File: src/rtl/mem_access_unit.sv
// RV32I data-memory access stage: request/acknowledge bus sequencing, byte-lane alignment, load extension.
// Optional feature: define MEM_MISALIGN_TRAP_EN to trap misaligned accesses and add the misalign_o port.
`timescale 1ns/1ps
module mem_access_unit (
  input  logic        clk_i,
  input  logic        rst_i,
  input  logic        MemRead_i,
  input  logic        MemWrite_i,
  input  logic [2:0]  funct3_i,
  input  logic [31:0] ALUResult_i,
  input  logic [31:0] RS2data_i,
  output logic        stall_o,
  output logic [31:0] RDdata_o,
  output logic        mem_req_o,
  output logic        mem_we_o,
  output logic [31:0] mem_addr_o,
  output logic [31:0] mem_wdata_o,
  output logic [3:0]  mem_be_o,
  input  logic        mem_ack_i,
  input  logic [31:0] mem_rdata_i
`ifdef MEM_MISALIGN_TRAP_EN
  ,
  output logic        misalign_o
`endif
);

  typedef enum logic [1:0] {
    ST_IDLE = 2'b00,
    ST_WAIT = 2'b01,
    ST_DONE = 2'b10
  } state_t;

  state_t      state_r;
  logic        req_r;
  logic        we_r;
  logic [31:0] addr_r;
  logic [31:0] wdata_r;
  logic [3:0]  be_r;
  logic [31:0] rd_r;
  logic [2:0]  f3_r;
  logic [1:0]  off_r;
  logic        access_s;

  function automatic logic [3:0] store_be(input logic [2:0] f3, input logic [1:0] off);
    case (f3)
      3'b000:  store_be = 4'b0001 << off;
      3'b001:  store_be = 4'b0011 << {off[1], 1'b0};
      default: store_be = 4'b1111;
    endcase
  endfunction

  function automatic logic [31:0] store_wdata(input logic [2:0] f3, input logic [31:0] d);
    case (f3)
      3'b000:  store_wdata = {4{d[7:0]}};
      3'b001:  store_wdata = {2{d[15:0]}};
      default: store_wdata = d;
    endcase
  endfunction

  // Halfword selection uses only off[1], so a stray addr[0] is ignored when not trapping.
  function automatic logic [31:0] load_ext(input logic [2:0] f3, input logic [1:0] off,
                                           input logic [31:0] w);
    logic [7:0]  b;
    logic [15:0] h;
    b = w[{off, 3'b000} +: 8];
    h = off[1] ? w[31:16] : w[15:0];
    case (f3)
      3'b000:  load_ext = {{24{b[7]}}, b};
      3'b100:  load_ext = {24'h000000, b};
      3'b001:  load_ext = {{16{h[15]}}, h};
      3'b101:  load_ext = {16'h0000, h};
      default: load_ext = w;
    endcase
  endfunction

`ifdef MEM_MISALIGN_TRAP_EN
  logic misalign_r;
  logic misalign_s;

  function automatic logic is_misaligned(input logic [2:0] f3, input logic [1:0] off);
    case (f3)
      3'b000, 3'b100: is_misaligned = 1'b0;
      3'b001, 3'b101: is_misaligned = off[0];
      default:        is_misaligned = (off != 2'b00);
    endcase
  endfunction

  assign misalign_s = is_misaligned(funct3_i, ALUResult_i[1:0]);
  assign misalign_o = misalign_r;
`endif

  assign access_s    = MemRead_i | MemWrite_i;
  assign mem_req_o   = req_r;
  assign mem_we_o    = we_r;
  assign mem_addr_o  = addr_r;
  assign mem_wdata_o = wdata_r;
  assign mem_be_o    = be_r;
  assign RDdata_o    = rd_r;

  // Stall the upstream pipeline while an access is being issued or is outstanding.
  always_comb begin
    stall_o = 1'b0;
    if (rst_i) begin
      stall_o = 1'b0;
    end else begin
      case (state_r)
        ST_IDLE: stall_o = access_s;
        ST_WAIT: stall_o = 1'b1;
        default: stall_o = 1'b0;
      endcase
    end
  end

  // Transaction sequencer: latch the request, hold the bus until ack, capture load data.
  always_ff @(posedge clk_i or posedge rst_i) begin
    if (rst_i) begin
      state_r    <= ST_IDLE;
      req_r      <= 1'b0;
      we_r       <= 1'b0;
      addr_r     <= 32'h0000_0000;
      wdata_r    <= 32'h0000_0000;
      be_r       <= 4'b0000;
      rd_r       <= 32'h0000_0000;
      f3_r       <= 3'b000;
      off_r      <= 2'b00;
`ifdef MEM_MISALIGN_TRAP_EN
      misalign_r <= 1'b0;
`endif
    end else begin
      case (state_r)
        ST_IDLE: begin
          if (access_s) begin
            addr_r  <= {ALUResult_i[31:2], 2'b00};
            be_r    <= store_be(funct3_i, ALUResult_i[1:0]);
            wdata_r <= store_wdata(funct3_i, RS2data_i);
            f3_r    <= funct3_i;
            off_r   <= ALUResult_i[1:0];
`ifdef MEM_MISALIGN_TRAP_EN
            if (misalign_s) begin
              misalign_r <= 1'b1;
              rd_r       <= 32'h0000_0000;
              state_r    <= ST_DONE;
            end else begin
              req_r   <= 1'b1;
              we_r    <= MemWrite_i;
              state_r <= ST_WAIT;
            end
`else
            req_r   <= 1'b1;
            we_r    <= MemWrite_i;
            state_r <= ST_WAIT;
`endif
          end else begin
            state_r <= ST_IDLE;
          end
        end
        ST_WAIT: begin
          if (mem_ack_i) begin
            if (!we_r) begin
              rd_r <= load_ext(f3_r, off_r, mem_rdata_i);
            end
            req_r   <= 1'b0;
            we_r    <= 1'b0;
            state_r <= ST_DONE;
          end else begin
            state_r <= ST_WAIT;
          end
        end
        ST_DONE: begin
`ifdef MEM_MISALIGN_TRAP_EN
          misalign_r <= 1'b0;
`endif
          state_r <= ST_IDLE;
        end
        default: state_r <= ST_IDLE;
      endcase
    end
  end

endmodule

File: config.mk
export PLATFORM = sky130hd
export DESIGN_NAME = mem_access_unit
export DESIGN_NICKNAME = d
export VERILOG_FILES = /design/src/rtl/mem_access_unit.sv
export SDC_FILE = /design/constraint.sdc
export NUM_CORES = 1
export LEC_CHECK = 0
export BUFFER_PORTS_ARGS = -buffer_cell sky130_fd_sc_hd__buf_4
export CAP_MARGIN = 40
export CORE_UTILIZATION = 51
export CTS_CLUSTER_SIZE = 12
export DETAILED_ROUTE_END_ITERATION = 10
export PLACE_DENSITY = 0.85
export SETUP_SLACK_MARGIN = 0.2
export SYNTH_ARGS = -nofsm -noshare
export SYNTH_HDL_FRONTEND = slang
export SYNTH_SLANG_ARGS = --single-unit
File: constraint.sdc
create_clock -name clk_i -period 7.75 [get_ports clk_i]
set_clock_uncertainty 0.2 [all_clocks]
set_input_delay 1.1625 -clock clk_i [delete_from_list [all_inputs] [get_ports clk_i]]
set_output_delay 1.1625 -clock clk_i [all_outputs]
set_load 0.05 [all_outputs]
# Word-level counts from Yosys, hierarchy flattened
# Cells that the tools add are included.
dict set report word_totals {
  in_bits 104
  ramBits 0
  latchBits 0
  word_cells 42
  ff_bits 107
  rom_bits 0
  mem_count 0
  out_inout_bits 103
}
dict set report op_classes {
  n_bitwise 2
  multipliers 0
  n_addsub 0
  reduce_logical 7
  magnitude_cmp 0
  n_div 0
  shift 3
  n_eq_ne 7
  mux 14
}
# operator n
set op_table {}
lappend op_table {{case mux 32 bit (4 select lines)} 1}
lappend op_table {{case mux 32 bit (2 select lines)} 1}
lappend op_table {{variable part select 32 x 6 -> 8 bit} 1}
lappend op_table {{2-to-1 mux 16 bit} 1}
lappend op_table {{case mux 4 bit (2 select lines)} 1}
lappend op_table {{equality test 3 x 1 -> 1 bit, second input constant} 2}
lappend op_table {{equality test 3 bit, second input constant} 2}
lappend op_table {{logical NOT 3 bit} 2}
lappend op_table {{case mux 1 bit (2 select lines)} 3}
lappend op_table {{AND reduction 3 bit} 2}
lappend op_table {{2-to-1 mux 1 bit} 5}
lappend op_table {{inequality test 2 bit, second input constant} 2}
lappend op_table {{case mux 2 bit (2 select lines)} 1}
lappend op_table {{<< shifter 1 x 2 -> 4 bit, first input constant} 1}
lappend op_table {{<< shifter 2 x 2 -> 4 bit, first input constant} 1}
lappend op_table {{equality test 2 x 1 -> 1 bit, second input constant} 1}
lappend op_table {{logical NOT 2 bit} 1}
lappend op_table {{2-to-1 mux 2 bit} 1}
lappend op_table {{AND reduction 2 bit} 1}
lappend op_table {{nonzero test 2 bit} 1}
lappend op_table {{inverter 1 bit} 1}
lappend op_table {{OR 1 bit} 1}

# Longest topological paths before layout
# Gate-level depths: netlist of the first run.
dict set report logic_depth {
  word_depth 3
  ltp_mapped 6
  depth_no_buf 4
}

# Least setup slack after synthesis of the first run
# No wires, ideal clock.
dict set report synth_path {
  path_type {input-to-output}
  from {in MemWrite_i}
  to {out stall_o}
  stages 2
  arrival_time_ns 2.257
  n_path_buf 0
  required_time_ns 6.387
  setup_slack_ns 4.131
  path_cell_list {nor3_1 nor3_1}
}
dict set report synth_via {
  elab_chain_cells 3
}
# element line_no
set synth_rtl {}
lappend synth_rtl {{start: declaration} 8} ;# input logic MemWrite_i,
lappend synth_rtl {{OR 1 bit} 92} ;# assign access_s = MemRead_i | MemWrite_i;
lappend synth_rtl {{case mux 1 bit (2 select lines)} 106} ;# case (state_r)
lappend synth_rtl {{2-to-1 mux 1 bit} 103} ;# if (rst_i) begin
lappend synth_rtl {{end: declaration} 12} ;# output logic stall_o,
# Every way passes these cells.

# Worst setup path in the final report of the first run
# Same ends and word-level chain as after synthesis.

==> impl_metrics.tcl, run 1 <==
set metrics [dict create \
    outcome "finished, final reports clean" \
    drive_above_1_share 0.346 \
    hpwlAfterDp_mm 9.47 \
    drtPass1Iterations 7 \
    synth_ff_type "dfrtp_1" \
    multi_input_area_um2 1980 \
    dieArea_um2 9840 \
    post_cts_buffers 0 \
    start_util 0.524 \
    io_pins 207 \
    avgViaCountPerCell 5.35 \
    rsz0062_at_grt "no" \
    fp-row-count 35 \
    wl_per_cell_um 15.6 \
    post-route-period-util 0.412 \
    vdd_drop_max_mv 0.346 \
    seq_area_frac_synth 0.556 \
    clk_latency_ps 360 \
    antenna_found_initial 0 \
    synth.area.top_cells "dfrtp_1 (56%), nand2_1 (14%), mux2i_1 (5.6%)" \
    synth-simple-area-share 0.209 \
    grt_pass1_wl_mm 21.1 \
    relSlewSlack 0.542 \
    critPathRequiredTime_ps 6390 \
    fin_tns_setup_ps 0 \
    io_buffers 204 \
    netlist_area_um2 4820 \
    drt-total-wl_mm 12.9 \
    grt_max_degree 63 \
    die_width_um 99.2 \
    powerDensity_nw_per_um2 500 \
    synth_edf_count 0 \
    hold_class "reg2reg" \
    fmaxAchievable_mhz 313 \
    synth_top_area_cell "dfrtp_1" \
    async_reset_ff_frac 1.00 \
    slew_viol_final 0 \
    syn_to_final_growth_pct 37.7 \
    dp.cells 805 \
    hold_ws_ps 283 \
    clkSlewWorstSetupHoldPaths_ps 100 \
    clock_path_buffers 2 \
    globalplace.congestion 0.846 \
    cp_data_arrival_time_ps 1830 \
    start_kind "primary input" \
    antenna_cells 0 \
    yosys.area_share.xor_xnor 0 \
    p_leak_nw 3.32 \
    tightest_slew_ps 685 \
    synth-compound-area-share 0.123 \
    tritoncts "yes" \
    ant_nets 0 \
    synth_top_area_frac 0.556 \
    cts_buffers 9 \
    hold_viol_final 0 \
    yosysMostFrequentCell "nand2_1" \
    synth_top_family_by_area "simple AND/OR/NAND/NOR gates" \
    die_y_um 99.2 \
    ys_ff_latch 107 \
    stdcell_area_um2 6640 \
    path_class "in2out" \
    fin_crit_ps 3190 \
    cts_hold_buf 0 \
    yosys_warnings 0 \
    fin_nets 810 \
    grt_usage 0.272 \
    cts_resized 0 \
    root_buffer "clkbuf_8" \
    grt-ovfl-total 0 \
    grt_pass1_vias 4356 \
    crit_path_end_kind "output pin" \
    vias 4396 \
    ys_top_cells_by_count "nand2_1 (183), dfrtp_1 (107), nor2_1 (37)" \
    muxShareOfSynthArea 0.0748 \
    core_um2 9200 \
    synth_adder_area_share 0 \
    h-tree-depth 3 \
    postPlaceCellArea_um2 6440 \
    post-route-drc-count 0 \
    setup_viol 0 \
    register_area_um2 2680 \
    drt_iter0_drc 253 \
    fillCellCount 699 \
    synthDistinctLibCells 39 \
    final_cell_count_no_fill 822 \
    numClockSinks 107 \
    avgSynthCellArea_um2 9.34 \
    synthCells 516 \
    cap_violations 0 \
    cp_max_fo 3 \
]
## cell type report
class                      count  share of cell area
sequential                   107               0.403
multi-input combinational    372               0.298
timing repair buffer         211               0.248
clock buffer                  12              0.0219
tap                          111              0.0209
clock inverter                 4             0.00509
inverter                       5             0.00321
## routing by layer
| layer | global-route usage | wire length [µm] |
|---|---|---|
| met1 | 0.352 | 5180 |
| met2 | 0.456 | 6410 |
| met3 | 0.0555 | 944 |
| met4 | 0.103 | 327 |
| met5 | 0 | 0 |
## report_power, final
group	switching [mW]	internal, mW	leakage, nW	total, mW
Sequential	0.198	0.825	1.27	1.02
Combinational	1.38	0.594	1.96	1.98
Clock	0.190	0.129	0.0876	0.320
## path summary, 6_finish.rpt
| check | startpoint | to | slack, ps | depth (start not counted) |
|---|---|---|---|---|
| setup / recovery | MemWrite_i | stall_o | 4560 | 4 |
| hold / removal | mem_addr_o[6] | mem_addr_o[6] | 280 | 2 |
| setup reg to reg | off_r[1] | RDdata_o[11] | 5390 | 4 |
| hold reg to reg | mem_addr_o[6] | mem_addr_o[6] | 280 | 2 |
| max in group asynchronous | rst_i | RDdata_o[24] | 5800 | 4 |
| min in group asynchronous | rst_i | mem_addr_o[29] | 610 | 2 |
## stage by stage
step | setup slack (ps) | utilization | power (mW)
after global placement | 4620 | 0.692 | 2.93
final | 4560 | 0.722 | 3.32
after floorplan | 3570 | - | 2.36
after detailed placement | 4560 | 0.700 | 3.00
after CTS | 4570 | 0.719 | 3.32
after global routing | 4500 | 0.722 | 3.49
## sequential cells by signal, indices dropped and copies added (netlist names)
signal / cells
RDdata_o: 32
mem_wdata_o: 32
mem_addr_o: 30
mem_be_o: 4
f3_r: 3
off_r: 2
state_r: 2
mem_req_o: 1
mem_we_o: 1
## cells by family after synthesis
logic type / Yosys count
simple gates: 242
buf+inv: 38
compound gates: 93
other cells: 1
flops: 107
mux: 35
## critical path: stages
cell and delay, ps:
buf_4 120, nor3_1 270, nor3_1 80, buf_4 200
## layout by cell type (no fill, tap or decap), drive strengths merged, types with 2 or more instances in the layout
| master | instances |
|---|---|
| or3 | 3 |
| nor2b | 7 |
| o21bai | 4 |
| a222oi | 6 |
| nor2 | 38 |
| a21oi | 26 |
| a31oi | 4 |
| nand2b | 2 |
| nor3 | 4 |
| inv | 7 |
| clkbuf | 12 |
| a211oi | 2 |
| conb | 2 |
| dfrtp | 107 |
| o21ai | 40 |
| a221oi | 7 |
| o22ai | 3 |
| mux2i | 27 |
| buf | 211 |
| mux2 | 8 |
| nand3b | 2 |
| nand2 | 183 |
(Power assumes the default switching activity.)
==> run 2, diff against run 1 <==
--- a/config.mk
+++ b/config.mk
@@ -7,10 +7,10 @@
 export LEC_CHECK = 0
 export BUFFER_PORTS_ARGS = -buffer_cell sky130_fd_sc_hd__buf_4
 export CAP_MARGIN = 40
-export CORE_UTILIZATION = 51
+export CORE_UTILIZATION = 48
 export CTS_CLUSTER_SIZE = 12
 export DETAILED_ROUTE_END_ITERATION = 10
-export PLACE_DENSITY = 0.85
+export PLACE_DENSITY = 0.81
 export SETUP_SLACK_MARGIN = 0.2
 export SYNTH_ARGS = -nofsm -noshare
 export SYNTH_HDL_FRONTEND = slang
==> constraint.sdc (replaced) <==
create_clock -name clk_i -period 3.16 [get_ports clk_i]
set_clock_uncertainty 0.2 [all_clocks]
set_input_delay 0.474 -clock clk_i [delete_from_list [all_inputs] [get_ports clk_i]]
set_output_delay 0.474 -clock clk_i [all_outputs]
set_load 0.05 [all_outputs]
==> run 2 against run 1 <==
Compared with the run above: design area is 0.77% higher; worst setup slack worse by 3700 ps; largest power group unchanged; power grew 150%; clock-buffer cell count up 1; largest cell class unchanged; critical endpoint unchanged; final cell count up 2.8%.
==> impl_metrics.tcl, run 2 (same netlist as run 1, synthesis figures left out) <==
set metrics [dict create \
    outcome "finished, final reports clean" \
    ant_nets 0 \
    grt-ovfl-total 0 \
    cts_buffers 9 \
    post_cts_buffers 0 \
    final_common_cell "buf_4" \
    hpwlAfterDp_mm 9.77 \
    io_buffers 204 \
    tightest_slew_ps 723 \
    fin_nets 812 \
    clkSlewWorstSetupHoldPaths_ps 100 \
    grt_max_degree 66 \
    vias 4380 \
    hold_class "in2reg" \
    drive_above_1_share 0.346 \
    grt_pass1_wl_mm 20.5 \
    mostFrequentLayoutCells "buf_4 (208), nand2_1 (183), dfrtp_1 (107)" \
    wl_per_cell_um 15.6 \
    met1_length_mm 5.38 \
    fillCellCount 813 \
    clk_latency_ps 370 \
    globalplace.congestion 0.875 \
    antenna_found_initial 0 \
    die_y_um 102 \
    place_ws_ps 932 \
    top_layer_used "met4" \
    finalWorstSetupSlack_ps 890 \
    dr_wl_met2_mm 6.42 \
    critPathRequiredTime_ps 2490 \
    die_width_um 102 \
    root_buffer "clkbuf_8" \
    fin_crit_ps 2270 \
    clock_path_buffers 2 \
    tritoncts "yes" \
    avgViaCountPerCell 5.18 \
    path_class "in2out" \
    wl_met3_um 869 \
    hold_viol_final 0 \
    fmaxAchievable_mhz 441 \
    cts_resized 0 \
    core_um2 9730 \
    setup_viol 0 \
    slew_viol_final 0 \
    post-route-period-util 0.718 \
    final_util 0.687 \
    io_pins 207 \
    hold_ws_ps 82.1 \
    cap_violations 0 \
    fin_tns_setup_ps 0 \
    drt_iter0_drc 182 \
    p_leak_nw 3.33 \
    crit_path_end_kind "output pin" \
    start_kind "primary input" \
    drt-total-wl_mm 13.1 \
    h-tree-depth 3 \
    dp.cells 829 \
    antenna_cells 0 \
    dieArea_um2 10400 \
    syn_to_final_growth_pct 38.8 \
    final_cell_count_no_fill 845 \
    fp-row-count 36 \
    cp_data_arrival_time_ps 1600 \
    numClockSinks 107 \
    crit_path_frequent_cell "buf_4" \
    crit_chain "dlygate4sd3_1 > buf_4 > nor3_1 > buf_4" \
    rsz0062_at_grt "no" \
    vdd_drop_max_mv 0.809 \
    grt_pass1_vias 4303 \
    relSlewSlack 0.517 \
    cts_hold_buf 1 \
    powerDensity_nw_per_um2 1220 \
    cp_max_fo 2 \
    drtPass1Iterations 5 \
    grt_usage 0.257 \
    start_util 0.495 \
    post-route-drc-count 0 \
    critical-path-max-stage-delay_ps 550 \
    cp_slowest_cell "dlygate4sd3_1" \
]
[run 2: cell types whose count changed in the layout (fill, tap and decap cells not counted), sizes merged]
cell	change
inv	-3
buf	+1
dlygate4sd3	+1
bufinv	+1
clkbuf	+1
[run 2: power breakdown]
group	leakage [nW]	internal [mW]	total (mW)	switching [mW]
clock	0.0995	0.406	0.854	0.448
sequential	1.27	2.02	2.51	0.485
combinational	1.96	1.43	4.78	3.35
[run 2: final cells by class]
| class | instances | area, µm² | share of cell area |
|---|---|---|---|
| Clock inverter | 2 | 35.0 | 0.00524 |
| Multi-Input combinational cell | 372 | 1980 | 0.295 |
| Sequential cell | 107 | 2680 | 0.400 |
| Clock buffer | 13 | 159 | 0.0238 |
| Timing Repair Buffer | 213 | 1650 | 0.247 |
| Inverter | 5 | 22.5 | 0.00337 |
| Tap cell | 133 | 166 | 0.0249 |
[run 2: final timing paths]
kind,start,to,slack [ps],cells after the start
max,rst_i,stall_o,890,4
min,ALUResult_i[23],mem_addr_o[23],80,3
max reg2reg,off_r[1],RDdata_o[14],920,4
min reg2reg,mem_wdata_o[0],mem_wdata_o[0],280,2
max in group asynchronous,rst_i,mem_addr_o[17],1590,5
min in group asynchronous,rst_i,mem_addr_o[25],450,3
[run 2: layer usage]
metal | GRT usage | vias to the layer above
li1 | - | 2092
met5 | 0 | -
met1 | 0.315 | 2071
met3 | 0.0458 | 34
met2 | 0.433 | 183
met4 | 0.141 | 0
[run 2: worst max-delay path: cells and delay by family]
family	cells	cell delay, ps
buffers and inverters	3	930
and+or+nand+nor	1	190
[run 2: through the flow]
stage	area, µm²	power [mW]
after floorplan	4830	5.79
after global placement	6460	7.22
after detailed placement	6480	7.33
after CTS	6690	8.18
after global routing	6690	8.57
final	6690	8.14
